===== src/rtl/alu_pkg.sv =====
// Shared ALU-path definitions: result width and destination select encodings.
package alu_pkg;
  localparam int DATA_W = 16;
  localparam logic SEL_A = 1'b0;
  localparam logic SEL_B = 1'b1;
endpackage : alu_pkg


===== src/rtl/fifo_sync_nw.sv =====
// Single-clock FIFO whose head is a registered output that holds its last value when empty.
module fifo_sync_nw
  import alu_pkg::*;
#(
  parameter int WIDTH = DATA_W,
  parameter int DEPTH = 2
) (
  input  logic             clk,
  input  logic             rst,
  input  logic             push_i,
  input  logic             pop_i,
  input  logic [WIDTH-1:0] din_i,
  output logic [WIDTH-1:0] head_o,
  output logic             full_o,
  output logic             empty_o
);

  localparam int PTR_W = $clog2(DEPTH);
  localparam int OCC_W = PTR_W + 1;
  localparam logic [PTR_W-1:0] PTR_ONE = PTR_W'(1);
  localparam logic [OCC_W-1:0] OCC_ONE = OCC_W'(1);
  localparam logic [OCC_W-1:0] OCC_FULL = OCC_W'(DEPTH);

  logic [WIDTH-1:0] mem_q [DEPTH];
  logic [PTR_W-1:0] wr_ptr_q, wr_ptr_d;
  logic [PTR_W-1:0] rd_ptr_q, rd_ptr_d;
  logic [OCC_W-1:0] occ_q, occ_d;
  logic [WIDTH-1:0] head_q, head_d;
  logic             full_s, empty_s, push_s, pop_s;

  assign full_s  = (occ_q == OCC_FULL);
  assign empty_s = (occ_q == {OCC_W{1'b0}});
  assign push_s  = push_i && !full_s;
  assign pop_s   = pop_i && !empty_s;

  // Pointer, occupancy and next-head computation.
  always_comb begin
    wr_ptr_d = wr_ptr_q;
    rd_ptr_d = rd_ptr_q;
    occ_d    = occ_q;
    head_d   = head_q;
    if (push_s) begin
      wr_ptr_d = wr_ptr_q + PTR_ONE;
    end else begin
      wr_ptr_d = wr_ptr_q;
    end
    if (pop_s) begin
      rd_ptr_d = rd_ptr_q + PTR_ONE;
    end else begin
      rd_ptr_d = rd_ptr_q;
    end
    case ({push_s, pop_s})
      2'b10:   occ_d = occ_q + OCC_ONE;
      2'b01:   occ_d = occ_q - OCC_ONE;
      default: occ_d = occ_q;
    endcase
    // The slot being written becomes the head when it is the next read location.
    if (occ_d != {OCC_W{1'b0}}) begin
      head_d = (push_s && (wr_ptr_q == rd_ptr_d)) ? din_i : mem_q[rd_ptr_d];
    end else begin
      head_d = head_q;
    end
  end

  // State registers and storage array.
  always_ff @(posedge clk) begin
    if (rst) begin
      wr_ptr_q <= {PTR_W{1'b0}};
      rd_ptr_q <= {PTR_W{1'b0}};
      occ_q    <= {OCC_W{1'b0}};
      head_q   <= {WIDTH{1'b0}};
      for (int i = 0; i < DEPTH; i++) begin
        mem_q[i] <= {WIDTH{1'b0}};
      end
    end else begin
      wr_ptr_q <= wr_ptr_d;
      rd_ptr_q <= rd_ptr_d;
      occ_q    <= occ_d;
      head_q   <= head_d;
      if (push_s) begin
        mem_q[wr_ptr_q] <= din_i;
      end
    end
  end

  assign head_o  = head_q;
  assign full_o  = full_s;
  assign empty_o = empty_s;

endmodule : fifo_sync_nw


===== src/rtl/demux_1to2_16bit_buf.sv =====
// Buffered 1:2 demux steering ALU results to writeback (A) or output port (B),
// with a private FIFO and a wrapping delivered-word counter per destination.
module demux_1to2_16bit_buf
  import alu_pkg::*;
#(
  parameter int WIDTH = DATA_W,
  parameter int DEPTH = 2,
  parameter int CNT_W = 8
) (
  input  logic             clk,
  input  logic             rst,
  input  logic [WIDTH-1:0] In,
  input  logic             sel,
  input  logic             in_valid,
  output logic             in_ready,
  output logic [WIDTH-1:0] A,
  output logic             A_valid,
  input  logic             A_ready,
  output logic [WIDTH-1:0] B,
  output logic             B_valid,
  input  logic             B_ready,
  output logic [CNT_W-1:0] A_count,
  output logic [CNT_W-1:0] B_count
);

  localparam logic [CNT_W-1:0] CNT_ONE = CNT_W'(1);

  logic             full_a_s, full_b_s, empty_a_s, empty_b_s;
  logic             push_s, push_a_s, push_b_s, pop_a_s, pop_b_s;
  logic [CNT_W-1:0] a_count_q, a_count_d, b_count_q, b_count_d;

  // Only the selected FIFO's fullness matters; no lookahead past a stalled word.
  assign in_ready = (sel == SEL_B) ? !full_b_s : !full_a_s;
  assign push_s   = in_valid && in_ready;
  assign push_a_s = push_s && (sel == SEL_A);
  assign push_b_s = push_s && (sel == SEL_B);
  assign pop_a_s  = A_ready && !empty_a_s;
  assign pop_b_s  = B_ready && !empty_b_s;

  fifo_sync_nw #(.WIDTH(WIDTH), .DEPTH(DEPTH)) u_fifo_a (
    .clk     (clk),
    .rst     (rst),
    .push_i  (push_a_s),
    .pop_i   (pop_a_s),
    .din_i   (In),
    .head_o  (A),
    .full_o  (full_a_s),
    .empty_o (empty_a_s)
  );

  fifo_sync_nw #(.WIDTH(WIDTH), .DEPTH(DEPTH)) u_fifo_b (
    .clk     (clk),
    .rst     (rst),
    .push_i  (push_b_s),
    .pop_i   (pop_b_s),
    .din_i   (In),
    .head_o  (B),
    .full_o  (full_b_s),
    .empty_o (empty_b_s)
  );

  // Delivered-word counters advance on each accepted pop and wrap.
  always_comb begin
    a_count_d = a_count_q;
    b_count_d = b_count_q;
    if (pop_a_s) begin
      a_count_d = a_count_q + CNT_ONE;
    end else begin
      a_count_d = a_count_q;
    end
    if (pop_b_s) begin
      b_count_d = b_count_q + CNT_ONE;
    end else begin
      b_count_d = b_count_q;
    end
  end

  // Counter registers.
  always_ff @(posedge clk) begin
    if (rst) begin
      a_count_q <= {CNT_W{1'b0}};
      b_count_q <= {CNT_W{1'b0}};
    end else begin
      a_count_q <= a_count_d;
      b_count_q <= b_count_d;
    end
  end

  assign A_valid = !empty_a_s;
  assign B_valid = !empty_b_s;
  assign A_count = a_count_q;
  assign B_count = b_count_q;

endmodule : demux_1to2_16bit_buf


===== config.mk =====
export PLATFORM = sky130hd
export DESIGN_NAME = demux_1to2_16bit_buf
export DESIGN_NICKNAME = d
export VERILOG_FILES = /design/src/rtl/alu_pkg.sv /design/src/rtl/fifo_sync_nw.sv /design/src/rtl/demux_1to2_16bit_buf.sv
export SDC_FILE = /design/constraint.sdc
export NUM_CORES = 1
export LEC_CHECK = 0
export ABC_AREA = 1
export CAP_MARGIN = 5
export CORE_ASPECT_RATIO = 0.6
export CORE_MARGIN = 1
export CORE_UTILIZATION = 60
export CTS_BUF_LIST = sky130_fd_sc_hd__clkbuf_4 sky130_fd_sc_hd__clkbuf_8 sky130_fd_sc_hd__clkbuf_16
export CTS_CLUSTER_DIAMETER = 50
export CTS_CLUSTER_SIZE = 30
export DETAILED_ROUTE_END_ITERATION = 8
export PLACE_DENSITY = 0.87
export SKIP_LAST_GASP = 1
export SYNTH_ARGS = -nofsm -noshare
export SYNTH_HDL_FRONTEND = slang
export SYNTH_SLANG_ARGS = --single-unit
export TNS_END_PERCENT = 20

===== constraint.sdc =====
create_clock -name clk -period 3.25 [get_ports clk]
set_input_delay 0.65 -clock clk [delete_from_list [all_inputs] [get_ports clk]]
set_output_delay 0.65 -clock clk [all_outputs]
set_load 0.02 [all_outputs]

======== Word-level counts from Yosys, hierarchy flattened ========
Memory sizes are Yosys's and may differ from the RTL's. A register that Yosys moved wholly into a read port is not among the register bits.
Index checks and enable logic that the tools add are counted.
storage, ports and cells
  register bits ........................... 24
  RAM bits ................................ 64
  bits of input ports ..................... 22
  output and inout port bits .............. 51
  memories ................................ 2
memories
  memory          words  bits a word  rd ports  clocked after memory_dff  wr ports  line                text
  u_fifo_a.mem_q  2      16           1         1                         2         fifo_sync_nw.sv:24  logic [WIDTH-1:0] mem_q [DEPTH];
  u_fifo_b.mem_q  2      16           1         1                         2         fifo_sync_nw.sv:24
operators by class
  add/subtract/negate cells ............... 10
  eq/ne operators ......................... 6
  multiplexer cells ....................... 19
  bitwise gates (word level) .............. 1
  reduce and logical (&&, ||, !) cells .... 19
operator list
  kind                 number
  $mux 16              2
  $reduce_or 16->1     2
  $add 8x1->8 const B  2
  $mux 1               15
  $logic_and 1x1->1    9
  $eq 2x2->1 const B   4
  $pmux 2 s2           2
  $add 1x1->1 const B  4
  $add 2x1->2 const B  2
  $eq 2x1->1 const B   2
  $logic_not 1->1      4
  $logic_not 2->1      2
  $reduce_bool 2->1    2
  $sub 2x1->2 const B  2
  $not 1->1            1

======== Logic depth before layout (Yosys ltp) ========
  depth after elaboration ................. 11
  mapped depth ............................ 15

======== Modules after synthesis ========
A second synthesis with hierarchy kept.
second synthesis, totals
  cell total of the unflattened synthesis .. 738
  area, all modules ....................... 5972.0 sq um
modules (own cells, without submodules)
  module                   times used  cells an instance  area an instance (sq um)
  fifo_sync_nw (u_fifo_a)  1           314                2606.2
  fifo_sync_nw (u_fifo_b)  1           314                2580.0
  demux_1to2_16bit_buf     1           110                785.8

======== Worst setup path before layout ========
Ideal clock, no wire load.
  kind .................................... input -> register
  start ................................... in rst
  end ..................................... mem u_fifo_b.mem_q[0][0] (netlist name), enable pin
  setup time .............................. 0.372 ns
  arrival time ............................ 1.810 ns
  path slack .............................. 1.069 ns
  cell stages on the path ................. 5
  path buffers ............................ 2
  path through ............................ buf_2 nor2_4 nand2_1 buf_2 nand2_1
RTL lines
  what         line                        text
  from (decl)  demux_1to2_16bit_buf.sv:11  input logic rst,
  to (decl)    fifo_sync_nw.sv:24

======== Worst setup path after layout ========
  start ................................... in sel
  end ..................................... out in_ready
between the ends
  cells in the longest elaborated chain, start to end .. 1
RTL lines
  what         line                        text
  from (decl)  demux_1to2_16bit_buf.sv:13  input logic sel,
  $mux 1       demux_1to2_16bit_buf.sv:33  assign in_ready = (sel == SEL_B) ? !full_b_s : !full_a_s;
  to (decl)    demux_1to2_16bit_buf.sv:15  output logic in_ready,
No other way between the ends.

==> metrics.csv <==
metric,value,unit
seq_area,3043,um2
fin_total_pwr,6.521,mW
hold_buffers,0,
firstDrtPassIters,6,
initialDrtViolationCount,737,
cellLeakagePower,3.179,nW
max_stage_delay,620,ps
syn-num-nets,722,
cp-start-kind,input port,
final_area,7089,um2
die_w,127.6,um
vias,5081,
hold_class,reg2reg,
fin_cells,916,
numCtsBuffers,17,
reg2reg_depth,13,
detail_route.wl_per_cell,16.74,um
endpoint_kind,output pin,
crit_cells,4,
pre_cts_slack,329.1,ps
placed_area,6518,um2
die_h,77.39,um
totalWireLength,15330,um
row_count,27,
synth_edf_count,64,
cts-resized-gates,0,
die_area,9877,um2
clockBufferDepth,2,
via_per_inst,5.547,
cts_setup_buffers,0,
relSlewSlack,0.6416,
portBuffers,72,
grt_overflow,0,
fmax,374.2,MHz
period_share,0.8223,
critical_path_class,in2out,
coreArea,9189,um2
worstPathRequired,2600,ps
dp_hpwl,10190,um
nets,799,
ys.flop_type,edfxtp_1,
rsz0062_at_grt,no,
cts_sinks,120,
finalCoreUtilization,0.7715,
grt_pass1_wl,24350,um
path_buf_inv,2,
grt_usage,0.3279,
min_period,2673,ps
tns,0,ps
hold_viol,0,
arrival,2020,ps
antenna_cells,0,
power.density,919.9,nW/um2
area_growth,24.75,%
holdWs,484.4,ps
start_util,0.6185,
syn_area_per_cell,8.165,um2
insertion_delay,410,ps
htree_num_levels,4,
place_inst,884,
cts_root_buffer,clkbuf_16,
worst_slack,577.5,ps
place_congestion,0.8954,
maxCapViolCount,0,
tightest_slew,537.6,ps
synthArstFlopShare,0,
ir_drop,476.4,uV
grt_pass1_vias,4832,
final_layout_size_suffix_gt1_frac,0.09288,
crit_chain,"clkdlybuf4s50_1, nor2_1, a31oi_1, clkdlybuf4s50_1",
ant_nets,0,
synth_cells,696,
reg2reg_slack,840,ps
finalSetupViolCount,0,
antenna_found_initial,0,
status,completed,
cts.clk_slew.worst_paths,50,ps
crit_top_cell,clkdlybuf4s50_1,
num-fill-cells,587,
ys_ff_latch,120,
grt_max_degree,32,
io_pins,73,
cts_tree,yes,
cp_max_fo,4,
multi_input_area,2142,um2
yosysSeqAreaShare,0.5354,
min_path_cells,2,
yosysUniqueCellTypes,32,
finClkSkew,6.756,ps
critPathSlowestCell,clkdlybuf4s50_1,
netlist_area,5683,um2
finalMaxSlewViolations,0,
crit_family,buffers and inverters,
ys_warn_count,0,
post-route-drc-count,0,
-- registers in the layout, summed over array words and instances, names as in the netlist --
| name | flops |
|---|---|
| u_fifo_a.wr_ptr_q | 1 |
| u_fifo_a.mem_q | 32 |
| u_fifo_b.occ_q | 2 |
| u_fifo_b.head_o | 16 |
| u_fifo_b.rd_ptr_q | 1 |
| u_fifo_a.rd_ptr_q | 1 |
| u_fifo_b.mem_q | 32 |
| A_count | 8 |
| u_fifo_b.wr_ptr_q | 1 |
| u_fifo_a.head_o | 16 |
| u_fifo_a.occ_q | 2 |
| B_count | 8 |
-- layout make-up --
cell class,count,share of cell area
Inverter,95,0.05030
Clock buffer,22,0.07130
Tap cell,130,0.02294
Timing Repair Buffer,85,0.1147
Sequential cell,120,0.4292
Multi-Input combinational cell,454,0.3022
Clock inverter,10,0.009354
-- synthesized netlist by cell type (all sizes together), types with 3 or more instances --
library cell,count,area share
nand2,179,0.13
nor2,118,0.083
inv,94,0.062
nand3,85,0.082
edfxtp,64,0.34
dfxtp,56,0.20
a21oi,29,0.026
buf,21,0.021
nand4,16,0.018
o21ai,10,0.0095
clkbuf,6,0.0040
ha,4,0.0088
xor2,3,0.0059
-- where the power goes --
group	total, mW	switching (mW)	internal, mW
Sequential	2.02	0.160	1.86
Combinational	2.72	1.78	0.947
Clock	1.78	0.682	1.10
-- per-layer routing --
metal,vias to the layer above,GRT usage,routed length [um]
met5,-,0,0
met4,0,0.1353,334
met3,44,0.06828,2073
met2,369,0.4852,6706
met1,2286,0.4716,6217
li1,2382,-,-
-- cells in the final DEF, fill, tap and decap left out, drive strengths merged, types with 3 or more instances in the layout --
cell type and count:
nand2 179, nor2 118, inv 95, nand3 85, clkdlybuf4s50 71, edfxtp 64, dfxtp 56, a21oi 29
clkbuf 22, nand4 16, buf 14, o21ai 10, clkinvlp 5, clkinv 5, ha 4, xor2 3
-- logic make-up after synthesis --
| logic type | count (synthesis) | share of synthesized area |
|---|---|---|
| and+or+nand+nor | 404 | 0.3208 |
| buffers and inverters | 122 | 0.08763 |
| DFF | 120 | 0.5354 |
| AOI/OAI and AO/OA | 41 | 0.03831 |
| xor gates and xnor gates | 5 | 0.009029 |
| adders and majority gates | 4 | 0.008807 |
-- worst register-to-register path, cell delays in order, from the launching register on --
cell	delay [ps]
dfxtp_1	460
inv_2	100
nand2_4	90
nand2_4	80
inv_1	170
ha_1	290
a21oi_1	140
nand2_1	100
xor2_2	220
nor2_4	100
inv_2	270
nand3_1	130
nand2_1	90
inv_1	60
-- final timing paths --
kind                         end         startpoint
min reg2reg           B_count[2]         B_count[2]
min                   B_count[2]         B_count[2]
max                     in_ready                sel
max reg2reg  u_fifo_b.head_o[15]  u_fifo_b.occ_q[0]
(Power assumes the default switching activity.)
